$ cat src/rtl/escalonador_alarmes.sv
`default_nettype none
// ============================================================================
// Module      : escalonador_alarmes
// Description : Round-robin alarm sequencer. One shared threshold check with
//               per-zone persistence filtering, latching and ack timeout.
// Revision    : 1.0 - initial release
// ============================================================================
module escalonador_alarmes #(
    parameter int NZ          = 4,
    parameter int PERSIST     = 3,
    parameter int ACK_TIMEOUT = 16
) (
    input  logic               clk,
    input  logic               rst,
    input  logic [8*NZ-1:0]    temp,
    input  logic [4*NZ-1:0]    pressao,
    input  logic [12*NZ-1:0]   radiacao,
    input  logic               reconhecer,
    input  logic [3:0]         reconhecer_zona,
    output logic [NZ-1:0]      alarme_zona,
    output logic               alarmeSonoro,
    output logic               scram,
    output logic [3:0]         zona_atual,
    output logic               varredura_fim
);

    localparam int                c_cnt_w      = $clog2(PERSIST + 1);
    localparam int                c_to_w       = $clog2(ACK_TIMEOUT + 1);
    localparam logic [c_cnt_w-1:0] c_persist    = c_cnt_w'(PERSIST);
    localparam logic [c_cnt_w-1:0] c_persist_m1 = c_cnt_w'(PERSIST - 1);
    localparam logic [c_to_w-1:0]  c_timeout    = c_to_w'(ACK_TIMEOUT);
    localparam logic [3:0]         c_ultima     = 4'(NZ - 1);

    typedef enum logic [0:0] {
        CAPTURA = 1'b0,
        AVALIA  = 1'b1
    } estado_t;

    estado_t                      estado_q, estado_d;
    logic [3:0]                   zona_q, zona_d;
    logic [7:0]                   temp_q;
    logic [3:0]                   pres_q;
    logic [11:0]                  rad_q;
    logic [NZ-1:0][c_cnt_w-1:0]   cnt_q, cnt_d;
    logic [NZ-1:0]                pend_q, pend_d;
    logic [NZ-1:0]                alarme_q, alarme_d;
    logic [c_to_w-1:0]            timeout_q, timeout_d;
    logic                         scram_q, scram_d;
    logic                         fim_q, fim_d;

    logic [7:0]                   w_temp_z [NZ];
    logic [3:0]                   w_pres_z [NZ];
    logic [11:0]                  w_rad_z  [NZ];
    logic [7:0]                   w_temp_sel;
    logic [3:0]                   w_pres_sel;
    logic [11:0]                  w_rad_sel;
    logic                         w_viol;
    logic [NZ-1:0]                w_latch;

    for (genvar z = 0; z < NZ; z++) begin : g_fatias
        assign w_temp_z[z] = temp[8*z +: 8];
        assign w_pres_z[z] = pressao[4*z +: 4];
        assign w_rad_z[z]  = radiacao[12*z +: 12];
    end

    always_comb begin
        w_temp_sel = '0;
        w_pres_sel = '0;
        w_rad_sel  = '0;
        for (int z = 0; z < NZ; z++) begin
            if (zona_q == 4'(z)) begin
                w_temp_sel = w_temp_z[z];
                w_pres_sel = w_pres_z[z];
                w_rad_sel  = w_rad_z[z];
            end
        end
    end

    assign w_viol = (temp_q >= 8'd40) | (pres_q >= 4'd7) | (rad_q >= 12'd1000);

    always_comb begin
        estado_d  = estado_q;
        zona_d    = zona_q;
        cnt_d     = cnt_q;
        pend_d    = pend_q;
        alarme_d  = alarme_q;
        timeout_d = timeout_q;
        scram_d   = scram_q;
        fim_d     = 1'b0;
        w_latch   = '0;

        case (estado_q)
            CAPTURA: begin
                estado_d = AVALIA;
                fim_d    = (zona_q == c_ultima);
            end
            default: begin
                estado_d = CAPTURA;
                zona_d   = (zona_q == c_ultima) ? 4'd0 : zona_q + 4'd1;
                for (int z = 0; z < NZ; z++) begin
                    if (zona_q == 4'(z)) begin
                        if (w_viol) begin
                            if (cnt_q[z] != c_persist) begin
                                cnt_d[z]   = cnt_q[z] + 1'b1;
                                w_latch[z] = (cnt_q[z] == c_persist_m1);
                            end
                        end else begin
                            cnt_d[z] = '0;
                            if (!pend_q[z]) begin
                                alarme_d[z] = 1'b0;
                            end
                        end
                    end
                end
            end
        endcase

        // Only indices below NZ can match, so out-of-range acks fall through.
        if (reconhecer) begin
            for (int z = 0; z < NZ; z++) begin
                if (reconhecer_zona == 4'(z)) begin
                    pend_d[z] = 1'b0;
                end
            end
        end
        pend_d   = pend_d | w_latch;
        alarme_d = alarme_d | w_latch;

        if (|pend_q) begin
            if (timeout_q != c_timeout) begin
                timeout_d = timeout_q + 1'b1;
            end
            if (timeout_d == c_timeout) begin
                scram_d = 1'b1;
            end
        end else begin
            timeout_d = '0;
        end
    end

    always_ff @(posedge clk) begin
        if (rst) begin
            estado_q  <= CAPTURA;
            zona_q    <= '0;
            temp_q    <= '0;
            pres_q    <= '0;
            rad_q     <= '0;
            cnt_q     <= '0;
            pend_q    <= '0;
            alarme_q  <= '0;
            timeout_q <= '0;
            scram_q   <= 1'b0;
            fim_q     <= 1'b0;
        end else begin
            estado_q  <= estado_d;
            zona_q    <= zona_d;
            if (estado_q == CAPTURA) begin
                temp_q <= w_temp_sel;
                pres_q <= w_pres_sel;
                rad_q  <= w_rad_sel;
            end
            cnt_q     <= cnt_d;
            pend_q    <= pend_d;
            alarme_q  <= alarme_d;
            timeout_q <= timeout_d;
            scram_q   <= scram_d;
            fim_q     <= fim_d;
        end
    end

    assign alarme_zona   = alarme_q;
    assign alarmeSonoro  = |pend_q;
    assign scram         = scram_q;
    assign zona_atual    = zona_q;
    assign varredura_fim = fim_q;

endmodule
`default_nettype wire

$ cat config.mk
export PLATFORM = sky130hd
export DESIGN_NAME = escalonador_alarmes
export DESIGN_NICKNAME = d
export VERILOG_FILES = /design/src/rtl/escalonador_alarmes.sv
export SDC_FILE = /design/constraint.sdc
export NUM_CORES = 1
export LEC_CHECK = 0
export CAP_MARGIN = 25
export CORE_AREA = 2 2 87 89
export CTS_CLUSTER_SIZE = 16
export DETAILED_ROUTE_END_ITERATION = 8
export DIE_AREA = 0 0 89 91
export GPL_TIMING_DRIVEN = 1
export PLACE_DENSITY_LB_ADDON = 0.08
export SLEW_MARGIN = 15
export SYNTH_ARGS = -nofsm -noshare
export SYNTH_HDL_FRONTEND = slang
export SYNTH_SLANG_ARGS = --single-unit
$ cat constraint.sdc
create_clock -name clk -period 1.6 [get_ports clk]
set_input_delay 0.48 -clock clk [delete_from_list [all_inputs] [get_ports clk]]
set_output_delay 0.48 -clock clk [all_outputs]
set_load 0.01 [all_outputs]
==> results of run 1 <==
power groups by stage:
stage | registers (mW) | logic, mW | clock network [mW]
2_1_floorplan | 1.27 | 0.359 | 0
3_5_place_dp | 1.28 | 0.671 | 0
6_report | 1.26 | 0.753 | 0.760
4_1_cts | 1.26 | 0.679 | 0.776
5_1_grt | 1.27 | 0.812 | 0.834
3_3_place_gp | 1.28 | 0.665 | 0
sequential cells by signal (all words and copies together) (netlist names):
register       flops
pres_q             4
scram              1
timeout_q          5
varredura_fim      1
zona_atual         4
pend_q             4
cnt_q              8
alarme_zona        4
estado_q           1
temp_q             5
rad_q              9
through the flow:
stage | hold slack [ps] | TNS (ps) | area (um^2)
after global routing | 526 | -197 | 4040
after floorplan | 453 | 0 | 2710
final | 484 | -84.6 | 4040
after global placement | 471 | -4480 | 3780
after detailed placement | 478 | -5790 | 3780
after CTS | 489 | -106 | 3890
worst reg2reg max path: stages, from the launching register on:
cell	delay, ps
dfxtp_4	400
inv_2	70
ha_4	170
nor4b_4	120
buf_4	160
clkbuf_16	170
a221oi_2	240
o21ai_1	90
final timing paths:
kind / startpoint / end / slack [ps] / cells past startpoint
worst max register to register: zona_atual[0] / temp_q[7] / 70 / 7
worst min register to register: cnt_q[5] / cnt_q[5] / 480 / 2
worst min-delay path: cnt_q[5] / cnt_q[5] / 480 / 2
worst max-delay path: pend_q[3] / alarmeSonoro / -80 / 4
layout by cell type (no fill, tap or decap), types with 2 or more instances in the layout:
| cell type | n |
|---|---|
| buf_12 | 5 |
| xnor2_1 | 2 |
| nor3_1 | 8 |
| inv_2 | 3 |
| and4bb_2 | 2 |
| clkdlybuf4s50_1 | 78 |
| o21ai_1 | 16 |
| o22ai_1 | 10 |
| nand4b_1 | 2 |
| and2_1 | 8 |
| ha_1 | 11 |
| dfxtp_2 | 2 |
| a21o_1 | 3 |
| inv_1 | 11 |
| dfxtp_1 | 43 |
| o21ai_0 | 34 |
| clkdlybuf4s15_1 | 2 |
| nor3_2 | 3 |
| nor2_1 | 12 |
| nand4_1 | 2 |
| mux2i_1 | 2 |
| ha_4 | 2 |
| nand3_1 | 4 |
| nor4_1 | 2 |
| a21oi_1 | 18 |
| nand4bb_2 | 3 |
| dlygate4sd2_1 | 8 |
| buf_4 | 22 |
| o211ai_1 | 3 |
| and2_4 | 2 |
| clkbuf_8 | 6 |
| a22oi_1 | 17 |
| xor2_1 | 3 |
| a221oi_2 | 16 |
| a221oi_4 | 2 |
| nand2_1 | 12 |
kinds of logic after synthesis:
| family | Yosys count | synth area share [%] |
|---|---|---|
| buffers and inverters | 41 | 8.85 |
| xor gates and xnor gates | 5 | 1.62 |
| adders and majority gates | 14 | 6.48 |
| AOI/OAI and AO/OA | 125 | 32.4 |
| muxes | 2 | 0.741 |
| DFF | 46 | 34.1 |
| and+or+nand+nor | 71 | 15.8 |
synthesized netlist by cell type (2+ instances only):
cell type | n | share of area (%)
nand4_1 | 2 | 0.46
dfxtp_1 | 46 | 34
xnor2_1 | 2 | 0.65
nor4_1 | 3 | 0.69
a22oi_1 | 18 | 5.0
nand4bb_1 | 4 | 1.7
buf_2 | 4 | 0.74
and4bb_2 | 2 | 0.93
xor2_1 | 3 | 0.97
nor2_1 | 13 | 1.8
buf_4 | 5 | 1.4
nand4b_1 | 2 | 0.65
clkbuf_1 | 9 | 1.3
a21oi_1 | 18 | 3.3
inv_1 | 14 | 1.9
a221oi_2 | 15 | 8.3
o22ai_1 | 10 | 2.3
nand3_1 | 4 | 0.74
ha_1 | 14 | 6.5
a21o_1 | 3 | 0.83
nand2_1 | 12 | 1.7
nor3_1 | 10 | 1.9
mux2i_1 | 2 | 0.74
and2_1 | 10 | 2.3
a221oi_1 | 3 | 0.97
o21ai_0 | 35 | 6.5
buf_6 | 8 | 3.3
o211ai_1 | 3 | 0.83
o21ai_1 | 15 | 2.8
per-layer routing:
metal	track usage (%)	vias to the layer above	wire, um
met3	5.09	7	446
met1	25.7	1254	3610
met4	4.73	0	86
met5	0	-	0
li1	-	1327	-
met2	29.1	64	3550
cell type report:
| cell class | instances | area (um^2) | area share, % |
|---|---|---|---|
| Multi-Input combinational cell | 217 | 1670 | 41.4 |
| Timing Repair Buffer | 117 | 1170 | 29.0 |
| Sequential cell | 46 | 927 | 23.0 |
| Tap cell | 99 | 124 | 3.07 |
| Clock buffer | 7 | 86.3 | 2.14 |
| Inverter | 14 | 52.6 | 1.30 |
| Clock inverter | 1 | 5.00 | 0.124 |
what timing repair did:
item,CTS,global route
gates resized for setup,22,25
pin swaps,1,0
setup buffers,1,1
cloned,0,1
setup endpoints to repair,28,35
==> out/results.txt, run 1 <==
Synth Instances -> 304
Vias in the first global route -> 2518
Fill cell count -> 680
DR WL/cell -> 15.4 um
Max-cap violations -> 0
Final setup fails -> 1
Flop pwr share -> 45.4%
GR Util All Layers -> 18.8%
Starting Density -> 37.9%
Worst skew pair latency -> 310 ps
Failing checks -> negative setup slack
I/O Pins -> 114
HPWL Detailed -> 5580 um
Tot Pwr -> 2.77 mW
PwrDens -> 687 nW/um^2
Fmax achieved -> 594 MHz
CTS H-tree depth -> 2
Final Hold Vio Count -> 0
Gpl congestion -> 0.808
Cell at the slowest stage of the critical path -> dfxtp_2
Critical path launch point type -> flop
CP Buf/Inv Count -> 3
# diodes -> 0
Pin count of the biggest net entering global routing -> 22
Clock share of power -> 27.4%
Top_reg_cell synth -> dfxtp_1
Comb pwr share -> 27.2%
# hold bufs at CTS -> 0
Static leakage -> 1.45 nW
Final core occ -> 56.6%
Worst EP required -> 1120 ps
Max Slew Vio Count -> 0
Crit path DAT -> 1200 ps
Number of enable flip-flop cells after synthesis -> 0
Peak fanout along the critical path -> 2
Longest Clk Path Bufs -> 2
Worst Hold Class -> flop to flop
Seq/Total Area, Yosys -> 34.1%
WL final -> 7700 um
Syn_area_per_cell -> 8.89 um^2
Remaining Overflow, GRT -> 0
First-pass iteration count of the detailed router -> 4
Via-per-instance ratio -> 5.29
Post-route ant nets -> 0
TritonCTS Buffers -> 5
Cell area after synthesis -> 2700 um^2
Die width -> 89 um
Max VDD drop -> 417 uV
Synth Register Bits -> 46
Core area -> 7140 um^2
Worst slew margin -> 71.1%
Initial antenna violation count -> 0
Distinct cells, synth -> 44
DRC viols -> 0
Least-Margin Pin Slew -> 432 ps
Worst Setup End Kind -> output port
P_int -> 1.99 mW
Clock skew -> 7.49 ps
Die Ht -> 91 um
Iter 0 DRT Violations -> 148
Site row count -> 31
Dpl cells -> 490
Post-route worst setup slack -> -84.6 ps
Post-Syn Nets -> 421
TritonCTS sink count -> 46
Non-filler cells, final -> 501
# port buffers -> 89
CTS tree -> done
Clk slew on worst S/H paths -> 80 ps
Syn. warnings -> 0
Final Cycle Share -> 105%
FFs w/ async S/R, synth -> 0%
Switching share of power -> 28.3%
Nets -> 518
Period minus WS final -> 1680 ps
Via Count -> 2652
RSZ-0062 raised after global routing -> yes
Ratio of cells with drive above 1 in the final layout -> 19.9%
Cells along the critical path -> nor4_2, buf_4, inv_2, buf_6
First-pass GRT wire length -> 12000 um
Area grow syn2layout -> 49.4%
Status -> complete, but fails checks
Clock Root Buffer -> clkbuf_8
Kind of critical path -> flop to output port
Die ar. -> 8100 um^2
Delay-heaviest family, CP -> flip-flops
Dpl ws -> -219 ps
CP peak stage delay -> 330 ps
Sw power -> 784 uW
Note: power is estimated with default switching activity, not from simulation.
==> run 2, diff against run 1 <==
--- a/config.mk
+++ b/config.mk
@@ -7,6 +7,7 @@
 export LEC_CHECK = 0
 export CAP_MARGIN = 25
 export CORE_AREA = 2 2 87 89
+export CTS_CLUSTER_DIAMETER = 60
 export CTS_CLUSTER_SIZE = 16
 export DETAILED_ROUTE_END_ITERATION = 8
 export DIE_AREA = 0 0 89 91
==> results of run 2 <==
No change in the layout: final DEF, timing and power equal those of run 1.
